## src/rtl/pipe_line_mul_param.sv

```systemverilog
// Pipelined shift-add multiplier with per-operand signedness, valid/ready handshake and tag sideband.
// Optional PIPE_LINE_MUL_PERF_CNT_EN adds saturating transfer/stall counters (perf_ops, perf_stall).
`timescale 1ns/1ps
module pipe_line_mul_param #(
    parameter int WIDTH  = 8,
    parameter int STAGES = 4,
    parameter int TAG_W  = 4
) (
    input  logic               clk,
    input  logic               rst_n,
    input  logic               in_valid,
    output logic               in_ready,
    input  logic [WIDTH-1:0]   multiplicand,
    input  logic [WIDTH-1:0]   multiplier,
    input  logic               a_signed,
    input  logic               b_signed,
    input  logic [TAG_W-1:0]   in_tag,
    output logic               out_valid,
    input  logic               out_ready,
    output logic [2*WIDTH-1:0] result,
    output logic [TAG_W-1:0]   out_tag
`ifdef PIPE_LINE_MUL_PERF_CNT_EN
    ,
    output logic [31:0]        perf_ops,
    output logic [31:0]        perf_stall
`endif
);

    localparam int PW  = 2 * WIDTH;
    localparam int BPS = (STAGES > 0) ? WIDTH / STAGES : 1;

    if (STAGES < 1 || STAGES > WIDTH || (WIDTH % BPS) != 0 || BPS * STAGES != WIDTH) begin : g_param_check
        $error("pipe_line_mul_param: need 1 <= STAGES <= WIDTH and WIDTH %% STAGES == 0");
    end

    // Sum of the partial products for one slice of multiplier bits, modulo 2^PW.
    // For a signed multiplier the MSB carries weight -2^(WIDTH-1), so its term is subtracted.
    function automatic logic [PW-1:0] chunk_sum(input logic [PW-1:0] a_ext,
                                                input logic [BPS-1:0] bits,
                                                input int             base,
                                                input logic           b_sgn);
        logic [PW-1:0] acc;
        acc = '0;
        for (int i = 0; i < BPS; i++) begin
            if (bits[i]) begin
                if (b_sgn && (base + i == WIDTH - 1))
                    acc = acc - (a_ext << (base + i));
                else
                    acc = acc + (a_ext << (base + i));
            end
        end
        return acc;
    endfunction

    logic [STAGES-1:0] vld_p;
    logic [STAGES-1:0] load;
    logic [PW-1:0]     a_p   [STAGES];
    logic [WIDTH-1:0]  b_p   [STAGES];
    logic              bs_p  [STAGES];
    logic [PW-1:0]     sum_p [STAGES];
    logic [TAG_W-1:0]  tag_p [STAGES];
    logic [PW-1:0]     a_in_ext;

    assign a_in_ext = {{WIDTH{a_signed & multiplicand[WIDTH-1]}}, multiplicand};

    // A stage may load when it is empty or its occupant moves on this edge; empty slots absorb bubbles.
    always_comb begin : ready_chain
        logic chain;
        load  = '0;
        chain = !vld_p[STAGES-1] | out_ready;
        load[STAGES-1] = chain;
        for (int k = STAGES - 2; k >= 0; k--) begin
            chain   = !vld_p[k] | chain;
            load[k] = chain;
        end
    end

    assign in_ready = load[0];

    // Stage boundary: control path (valid bits) with asynchronous reset.
    always_ff @(posedge clk or negedge rst_n) begin
        if (!rst_n) begin
            vld_p <= '0;
        end else begin
            if (load[0])
                vld_p[0] <= in_valid;
            for (int k = 1; k < STAGES; k++) begin
                if (load[k])
                    vld_p[k] <= vld_p[k-1];
            end
        end
    end

    // Stage boundary: datapath; stage k folds in multiplier bits [k*BPS +: BPS] as it loads.
    always_ff @(posedge clk) begin
        if (load[0]) begin
            a_p[0]   <= a_in_ext;
            b_p[0]   <= multiplier;
            bs_p[0]  <= b_signed;
            tag_p[0] <= in_tag;
            sum_p[0] <= chunk_sum(a_in_ext, multiplier[BPS-1:0], 0, b_signed);
        end
        for (int k = 1; k < STAGES; k++) begin
            if (load[k]) begin
                a_p[k]   <= a_p[k-1];
                b_p[k]   <= b_p[k-1];
                bs_p[k]  <= bs_p[k-1];
                tag_p[k] <= tag_p[k-1];
                sum_p[k] <= sum_p[k-1] + chunk_sum(a_p[k-1], b_p[k-1][k*BPS +: BPS], k * BPS, bs_p[k-1]);
            end
        end
    end

    // The last stage's operand copies are never consumed.
    logic unused_tail;
    assign unused_tail = ^{a_p[STAGES-1], b_p[STAGES-1], bs_p[STAGES-1]};

    // Data registers are not reset, so the outputs are masked to zero while the last stage is empty.
    assign out_valid = vld_p[STAGES-1];
    assign result    = vld_p[STAGES-1] ? sum_p[STAGES-1] : '0;
    assign out_tag   = vld_p[STAGES-1] ? tag_p[STAGES-1] : '0;

`ifdef PIPE_LINE_MUL_PERF_CNT_EN
    function automatic logic [31:0] sat_inc(input logic [31:0] v);
        return (&v) ? v : v + 32'd1;
    endfunction

    always_ff @(posedge clk or negedge rst_n) begin
        if (!rst_n) begin
            perf_ops   <= '0;
            perf_stall <= '0;
        end else begin
            if (out_valid && out_ready)
                perf_ops <= sat_inc(perf_ops);
            if (out_valid && !out_ready)
                perf_stall <= sat_inc(perf_stall);
        end
    end
`endif

endmodule

```

## config.mk

```make
export PLATFORM = sky130hd
export DESIGN_NAME = pipe_line_mul_param
export DESIGN_NICKNAME = d
export VERILOG_FILES = /design/src/rtl/pipe_line_mul_param.sv
export SDC_FILE = /design/constraint.sdc
export NUM_CORES = 1
export LEC_CHECK = 0
export BUFFER_PORTS_ARGS = -buffer_cell sky130_fd_sc_hd__buf_2
export CORE_ASPECT_RATIO = 0.6
export CORE_MARGIN = 2
export CORE_UTILIZATION = 45
export DETAILED_ROUTE_END_ITERATION = 16
export PLACE_DENSITY = 0.6
export SYNTH_ARGS = -nofsm -noshare
export SYNTH_HDL_FRONTEND = slang
export SYNTH_SLANG_ARGS = --single-unit
```

## constraint.sdc

```tcl
create_clock -name clk -period 5.3 [get_ports clk]
set_input_delay 1.06 -clock clk [delete_from_list [all_inputs] [get_ports clk]]
set_output_delay 1.06 -clock clk [all_outputs]
set_load 0.05 [all_outputs]
```

==> results of run 1 <==
==> placed cells by master, fill, tap and decap left out, drive strengths merged, types with 7 or more instances in the layout <==
master | Yosys | layout
a21o | 17 | 17
a21oi | 36 | 36
and2 | 50 | 50
buf | 2 | 49
clkbuf | 6 | 17
edfxtp | 122 | 122
fa | 7 | 7
ha | 65 | 65
inv | 27 | 35
mux2 | 20 | 20
nand2 | 31 | 31
nand3 | 11 | 11
nor2 | 36 | 36
nor2b | 11 | 11
nor3 | 11 | 11
o21a | 10 | 10
o21ai | 29 | 29
xnor2 | 42 | 42
xor2 | 15 | 15
==> area by class of cell <==
cell class                      instances  area, sq um  area share (%)
Clock buffer                           17          425            4.95
Multi-Input combinational cell        470         3620            42.1
Timing Repair Buffer                   49          250            2.91
Tap cell                              228          285            3.32
Clock inverter                         15          150            1.75
Inverter                               28          105            1.22
Sequential cell                       126         3760            43.8
==> worst max-delay path by stage <==
stage | from | end | slack (ns) | cells past startpoint
finish | b_p[0][2]$_DFFE_PP_ | sum_p[1][14]$_DFFE_PP_ | 0.88 | 17
CTS | b_p[0][2]$_DFFE_PP_ | sum_p[1][14]$_DFFE_PP_ | 0.91 | 17
floorplan | b_p[0][2]$_DFFE_PP_ | sum_p[1][14]$_DFFE_PP_ | 1.32 | 18
detailed placement | b_p[0][2]$_DFFE_PP_ | sum_p[1][14]$_DFFE_PP_ | 0.99 | 17
global placement | b_p[0][2]$_DFFE_PP_ | sum_p[1][14]$_DFFE_PP_ | 1.09 | 17
global route | b_p[0][2]$_DFFE_PP_ | sum_p[1][14]$_DFFE_PP_ | 0.49 | 17
==> per-stage QoR <==
stage	worst slack, ns	hold slack (ns)
after floorplan	1.32	0.400
after detailed placement	0.994	0.405
after global routing	0.488	0.425
after CTS	0.908	0.417
after global placement	1.09	0.401
final	0.877	0.414
==> sequential cells by signal, indices dropped and copies added (netlist names) <==
name and count:
vld_p 4, a_p 27, b_p 12, tag_p 16, bs_p 3, sum_p 64
==> worst max-delay path, stage by stage (launching register included) <==
cell and delay, ns:
edfxtp_1 0.62, and2_1 0.27, ha_1 0.25, a21o_1 0.19, maj3_2 0.31, o21ai_0 0.19
a21bo_2 0.17, and2b_1 0.13, xnor2_1 0.06, mux2_2 0.27, ha_1 0.34, a21oi_1 0.18
nor2b_1 0.08, o31ai_1 0.41, o311ai_1 0.24, a21o_1 0.22, a21oi_1 0.16, xnor2_1 0.08
==> metal layers <==
layer	wire [um]	part of all wire, %
met5	0	0
met4	148	1.0
met3	650	4.4
met2	5890	40
met1	8040	55
==> synth_stat cells (5+ instances only) <==
master    number
nor2_1        36
inv_1         27
edfxtp_1     122
xnor2_1       41
xor2_1        15
clkbuf_1       5
a211oi_1       5
a21o_1        17
nand2b_1       6
nand3_1       11
nand3b_1       6
ha_1          65
o21bai_1       5
nor2b_1       11
mux2i_1        5
nor3_1        11
fa_1           7
a21oi_1       36
o21ai_0       28
mux2_2        20
nand2_1       31
and2_1        49
o21a_1        10
==> power by group through the flow <==
stage / clock (W) / combinational (W) / sequential, W
floorplan: 0 / 0.00138 / 0.00156
global placement: 0 / 0.00165 / 0.00161
detailed placement: 0 / 0.00169 / 0.00162
CTS: 0.00116 / 0.00171 / 0.00160
global route: 0.00120 / 0.00191 / 0.00163
finish: 0.00114 / 0.00171 / 0.00160
==> cell families (layout without fill, tap and decap cells) <==
group	count (synthesis)	count (layout)
buffers and inverters	36	109
AO/OA/AOI/OAI	129	129
AND/OR/NAND/NOR	186	186
flip-flops	126	126
multiplexers	25	25
adder cells (fa/ha/maj)	73	73
XOR/XNOR	57	57
==> results by group, run 1 <==
STA
  – Final period util: 83.5%
  – Final setup vio count: 0
  – Slew @ Worst Pin: 0.964 ns
  – TNS Setup: 0 ns
  – Clock Skew: 0.0114 ns
  – Final Hold Vio Count: 0
  – Fmax: 226 MHz
  – RSZ-0062 raised after global routing: false
  – Fin. max-slew vios: 0
  – Worst slew margin: 35.6%
  – Minimum clock period: 4.42 ns

Setup path
  – Path type of the worst setup path: flip-flop to flip-flop
  – R2r setup slk: 0.88 ns
  – WP data arrival: 4.59 ns
  – Req. time, crit path: 5.46 ns
  – Reg2reg path depth: 17
  – Crit path capture type: flip-flop
  – CP Max Fanout: 15
  – Startpoint types: flip-flop
  – RR Startpoint: b_p[0][2]$_DFFE_PP_
  – Reg2reg end: sum_p[1][14]$_DFFE_PP_

Final layout
  – ANT cells: 0
  – Nets: 790
  – Final core occ: 52.7%
  – Area Overhead vs Synth: 14.3%
  – Share of cells above drive strength 1: 17.0%
  – Layout Cells excl Fill: 933
  – Design area: 0.00860 sq mm
  – Fill cells: 1451

Routing
  – Wirelength per Cell: 15.8 um
  – Routed WL: 14.7 mm
  – Antenna-violating nets left: 0
  – DRT Pass-1 Iters: 5
  – Initial DRC count: 301
  – Vias per inst: 5.23
  – DRC: 0
  – DR vias: 4882

CTS
  – H-tree levels: 4
  – Clock Sinks: 126
  – Post-cts sizing count: 0
  – Post-CTS Hold Fix Bufs: 0
  – Num CTS Buffers: 17
  – Worst skew pair latency: 0.42 ns
  – # Post-CTS Setup Buffers: 0
  – Max Root-Sink Buffers: 2
  – Worst-path clk slew: 0.07 ns
  – Root buffer cell: clkbuf_16
  – CTS tree: done

Floorplan
  – Width of the die: 171 um
  – Die area: 0.0178 sq mm
  – DIE HEIGHT: 104 um
  – Initial core utilization: 46.1%
  – Boundary Pins: 48
  – Std-Cell Rows: 36
  – Core Region: 0.0163 sq mm

Logic synthesis
  – Post-synth top area share: 48.7%
  – Post-synth top flop: edfxtp_1
  – Ys async rst share: 3.17%
  – Cell taking the most area after synthesis: edfxtp_1
  – Warnings, synthesis: 0
  – Mux share of post-synthesis cell area: 3.66%
  – Syn Std Cell Area: 0.00752 sq mm
  – Post-synthesis adder-cell area fraction: 12.8%
  – Compound-cell area share of the yosys netlist: 11.2%
  – Register bit total from synthesis: 126
  – Post-synth EDFFs: 122
  – Mean Syn Cell Area: 11.9 sq um
  – Post-Synth Simple-Gate Area: 13.6%
  – Gate Count Post-Synth: 632
  – Largest family of logic cells by synthesized area: simple AND/OR/NAND/NOR gates
  – Top cells by area, synth: edfxtp_1, ha_1, xnor2_1
  – Seq/Total Area, Yosys: 50.0%
  – Syn nets: 730
  – Synth Area in XOR/XNOR: 6.74%
  – Post-synth cell types: 67

Pwr
  – Comb power frac: 38.4%
  – Clk pwr share: 25.6%
  – Net Switching: 0.00160 W
  – Leak pwr: 3.59 nW
  – Int Power: 0.00284 W
  – Pwr Total: 0.00444 W
  – Worst IR Drop VDD: 194 uV
  – Power share of the sequential group: 36.0%
  – Sw Share: 36.0%
  – Pwr Density: 516 mW/mm^2

Placed design
  – DP HPWL: 11.1 mm
  – PortBufs: 47
  – Final Wtd Congestion: 0.804
  – Placed cell area: 0.00803 sq mm
  – DP Cell Count: 901

Global routing
  – Pin count of the biggest net entering global routing: 38
  – Initial antenna violation count: 1
  – Grt met3 use: 4.15%
  – Number of global-route vias before repair: 4894
  – Met1 Use GR: 27.4%
  – First-pass GRT wire length: 24.9 mm
  – GRT Max-Usage Layer: met1
  – Gr ovfl total: 0
  – Total Routing Usage GR: 17.9%
  – Met2 usage: 25.4%

Min path
  – HP Start: tag_p[2][0]$_DFFE_PP_
  – Hold path endpoint: tag_p[3][0]$_DFFE_PP_
  – Hold path cells: 0
  – Hold Path Class: flip-flop to flip-flop

Run
  – MaxCap Viol Count: 0

Status
  – Status: completed
(Power assumes the default switching activity.)
==> inputs of run 2 (changes only) <==
ABC_AREA = 1   (was not set)
PLACE_DENSITY = 0.62   (was 0.6)
clock period = 3.62 ns   (was 5.3 ns; I/O delays follow)
==> run 2 against run 1 <==
Net effect: routed wire length increased by 11%; core utilization increased by 0.63 points; critical path type unchanged; sequential power increased by 46%; die area increased by 3.9%; maximum frequency increased by 29%; critical endpoint is now sum_p[3][15]$_DFFE_PP_.
==> results by group, run 2 <==
Status
  – Status: completed

Logic synthesis
  – Register bit total from synthesis: 126 (unchanged)
  – Synth Area in XOR/XNOR: 5.26% (-1.5 points)
  – Ys async rst share: 3.17% (unchanged)
  – Warnings, synthesis: 0 (unchanged)
  – Largest family of logic cells by synthesized area: simple AND/OR/NAND/NOR gates
  – Syn nets: 946 (+30%)
  – Top post-synthesis cells by count: nand2_1, inv_1, edfxtp_1
  – Most common cell in the synthesized netlist: nand2_1
  – Gate Count Post-Synth: 848 (+34%)
  – Compound-cell area share of the yosys netlist: 9.76% (-1.5 points)
  – Post-synth top flop: edfxtp_1
  – Mux share of post-synthesis cell area: 0% (-3.7 points)
  – Mean Syn Cell Area: 9.23 sq um (-22%)
  – Cell taking the most area after synthesis: edfxtp_1
  – Post-synthesis adder-cell area fraction: 12.2% (-0.64 points)
  – Seq/Total Area, Yosys: 48.1% (-1.9 points)
  – Post-synth EDFFs: 122 (unchanged)
  – Post-synth top area share: 46.8% (-1.9 points)
  – Syn Std Cell Area: 0.00782 sq mm (+4.0%)
  – Top cells by area, synth: edfxtp_1, nand2_1, ha_1
  – Post-synth cell types: 44 (-34%)
  – Post-Synth Simple-Gate Area: 17.5% (+3.9 points)

Final layout
  – Area Overhead vs Synth: 16.6%
  – Fill cells: 1547 (+6.6%)
  – Share of cells above drive strength 1: 15.2% (-1.8 points)
  – Top reg by flops: sum_p
  – Commonest non-fill, non-tap cell in the layout: nand2_1
  – Biggest regs: sum_p: 64 flops, a_p: 27 flops, tag_p: 16 flops
  – Max reg flops: 64 (unchanged)
  – Layout Cells excl Fill: 1169 (+25%)
  – Final core occ: 53.4% (+0.63 points)
  – Commonest cells after routing, fill and taps aside: nand2_1, inv_1, edfxtp_1
  – ANT cells: 0 (unchanged)
  – Nets: 1021 (+29%)

CTS
  – Max Root-Sink Buffers: 2 (unchanged)
  – Worst-path clk slew: 0.06 ns (about the same)
  – CTS tree: done
  – Num CTS Buffers: 17 (unchanged)
  – Worst skew pair latency: 0.41 ns (about the same)
  – Post-CTS Hold Fix Bufs: 0 (unchanged)
  – Root buffer cell: clkbuf_16
  – H-tree levels: 4 (unchanged)
  – Clock Sinks: 126 (unchanged)

Placed design
  – DP HPWL: 12.7 mm (+14%)
  – Post-place setup slack: 0.00880 ns (-0.985 ns)
  – PortBufs: 47 (unchanged)
  – DP Cell Count: 1130 (+25%)
  – Final Wtd Congestion: 0.902 (+12%)

Pwr
  – Net Switching: 0.00257 W (+61%)
  – Clk pwr share: 25.2% (-0.4 points)
  – Int Power: 0.00423 W (+49%)
  – Sw Share: 37.8% (+1.8 points)
  – Leak pwr: 4.54 nW (+27%)
  – Comb power frac: 40.6% (+2.2 points)
  – Worst IR Drop VDD: 360 uV (+86%)
  – Power share of the sequential group: 34.2% (-1.8 points)
  – Pwr Density: 746 mW/mm^2 (+44%)

Routing
  – Routed WL: 16.4 mm (+11%)
  – Wirelength per Cell: 14.0 um (-11%)
  – Vias per inst: 4.85 (-7.3%)
  – DRT Pass-1 Iters: 5 (unchanged)
  – DR vias: 5669 (+16%)
  – Initial DRC count: 503 (+67%)
  – DRC: 0 (unchanged)
  – Antenna-violating nets left: 0 (unchanged)

Setup path
  – Worst Setup SP: a_p[2][3]$_DFFE_PP_
  – CP Max Fanout: 6 (-9)
  – R2r setup slk: 0.20 ns (-0.68 ns)
  – Req. time, crit path: 3.79 ns (-1.67 ns)
  – Crit path capture type: flip-flop
  – RR Startpoint: a_p[2][3]$_DFFE_PP_
  – WP data arrival: 3.59 ns (-1.00 ns)
  – Reg2reg path depth: 19 (+2)
  – Startpoint types: flip-flop
  – Path type of the worst setup path: flip-flop to flip-flop
  – Reg2reg end: sum_p[3][15]$_DFFE_PP_

Floorplan
  – Boundary Pins: 48 (unchanged)
  – Initial core utilization: 45.8% (-0.34 points)
  – Die area: 0.0185 sq mm (+3.9%)
  – Width of the die: 174 um (+1.9%)
  – Core Region: 0.0171 sq mm (+4.8%)
  – DIE HEIGHT: 106 um (+1.9%)
  – Std-Cell Rows: 37 (+2.8%)

STA
  – Final setup vio count: 0 (unchanged)
  – Worst slew margin: 58.3% (+23 points)
  – RSZ-0062 raised after global routing: true
  – Final worst slack: 0.200 ns (-0.677 ns)
  – Slew @ Worst Pin: 0.619 ns (-0.345 ns)
  – Fmax: 292 MHz (+29%)
  – Fin. max-slew vios: 0 (unchanged)
  – Minimum clock period: 3.42 ns (-1.00 ns)
  – Clock Skew: 0.0140 ns (+0.00264 ns)
  – Final period util: 94.5% (+11 points)
  – WHS: 0.106 ns (-0.307 ns)
  – Final Hold Vio Count: 0 (unchanged)

Global routing
  – Number of global-route vias before repair: 5195 (+6.2%)
  – Gr ovfl total: 0 (unchanged)
  – Pin count of the biggest net entering global routing: 38 (unchanged)
  – Initial antenna violation count: 0 (-1)
  – Total Routing Usage GR: 18.6% (+0.72 points)
  – First-pass GRT wire length: 27.0 mm (+8.2%)

Run
  – MaxCap Viol Count: 0 (unchanged)

Min path
  – Hold Path Class: input pin to asynchronous set/reset pin
==> run 2: cell count changes after synthesis, moves of 12 or more <==
cell,before,now
and2_1,49,0
inv_1,27,135
mux2_2,20,0
nand2_1,31,222
nand3_1,11,37
o21ai_0,28,40
xnor2_1,41,16
xor2_1,15,31
==> run 2: worst max-delay path by stage <==
stage                        endpoint  cells after the start  slack (ns)
2_1_floorplan                in_ready                      6        0.08
3_3_place_gp   sum_p[3][15]$_DFFE_PP_                     22        0.12
3_5_place_dp   sum_p[3][15]$_DFFE_PP_                     22       0.009
4_1_cts        sum_p[3][15]$_DFFE_PP_                     22       0.003
5_1_grt        sum_p[3][15]$_DFFE_PP_                     22       -0.06
6_report       sum_p[3][15]$_DFFE_PP_                     19        0.20
==> run 2: cell families after synthesis <==
| family | after synthesis |
|---|---|
| buf+inv | 148 |
| simple gates | 327 |
| xor+xnor | 47 |
| compound gates | 128 |
| fa+ha+maj | 72 |
| flops | 126 |
==> run 2: layer usage <==
metal / track usage [%] / up-vias / routed length (um)
met5: 0 / - / 0
met4: 4.08 / 0 / 96
met3: 3.54 / 9 / 921
met2: 23.6 / 142 / 5980
met1: 31.4 / 2511 / 9370
li1: - / 3007 / -
==> run 2: final cells by class <==
cell class / count / area [sq um] / share of cell area, %
Clock buffer: 17 / 425 / 4.67
Clock inverter: 14 / 168 / 1.84
Inverter: 138 / 518 / 5.68
Multi-Input combinational cell: 574 / 3580 / 39.2
Sequential cell: 126 / 3760 / 41.3
Tap cell: 234 / 293 / 3.21
Timing Repair Buffer: 66 / 375 / 4.12
==> run 2: repair_timing <==
| action | 4_1_cts | 5_1_grt |
|---|---|---|
| setup endpoints to repair | 1 | 7 |
| gates resized for setup | 0 | 25 |
| pin swaps | 0 | 2 |
| setup buffers | 1 | 7 |
| cloned | 0 | 0 |
==> run 2: critical path, stage by stage, from the launching register on <==
cell and delay (ns):
edfxtp_1 0.48, inv_1 0.09, nand2_1 0.08, nor4_1 0.18, inv_1 0.10, nand2_1 0.08
xor2_1 0.17, ha_1 0.34, nand2_1 0.10, nand2_1 0.07, a31oi_1 0.18, xor2_1 0.16
o21ai_1 0.11, ha_1 0.37, a31oi_1 0.23, nand2_1 0.07, a31oi_1 0.18, inv_1 0.06
nand3_1 0.08, nand2_1 0.05
==> run 2: power groups by stage <==
stage / clock, W / sequential (W) / combinational (W)
floorplan: 0 / 0.00226 / 0.00207
global placement: 0 / 0.00235 / 0.00262
detailed placement: 0 / 0.00236 / 0.00265
CTS: 0.00173 / 0.00233 / 0.00267
global route: 0.00181 / 0.00237 / 0.00310
finish: 0.00171 / 0.00233 / 0.00276
==> run 2: stage by stage <==
stage	instance area [sq um]	setup TNS, ns	power [W]
after floorplan	7830	0	0.00433
after global placement	8390	0	0.00497
after detailed placement	8390	0	0.00501
after CTS	8990	0	0.00674
after global routing	9120	-0.0557	0.00727
final	9120	0	0.00680
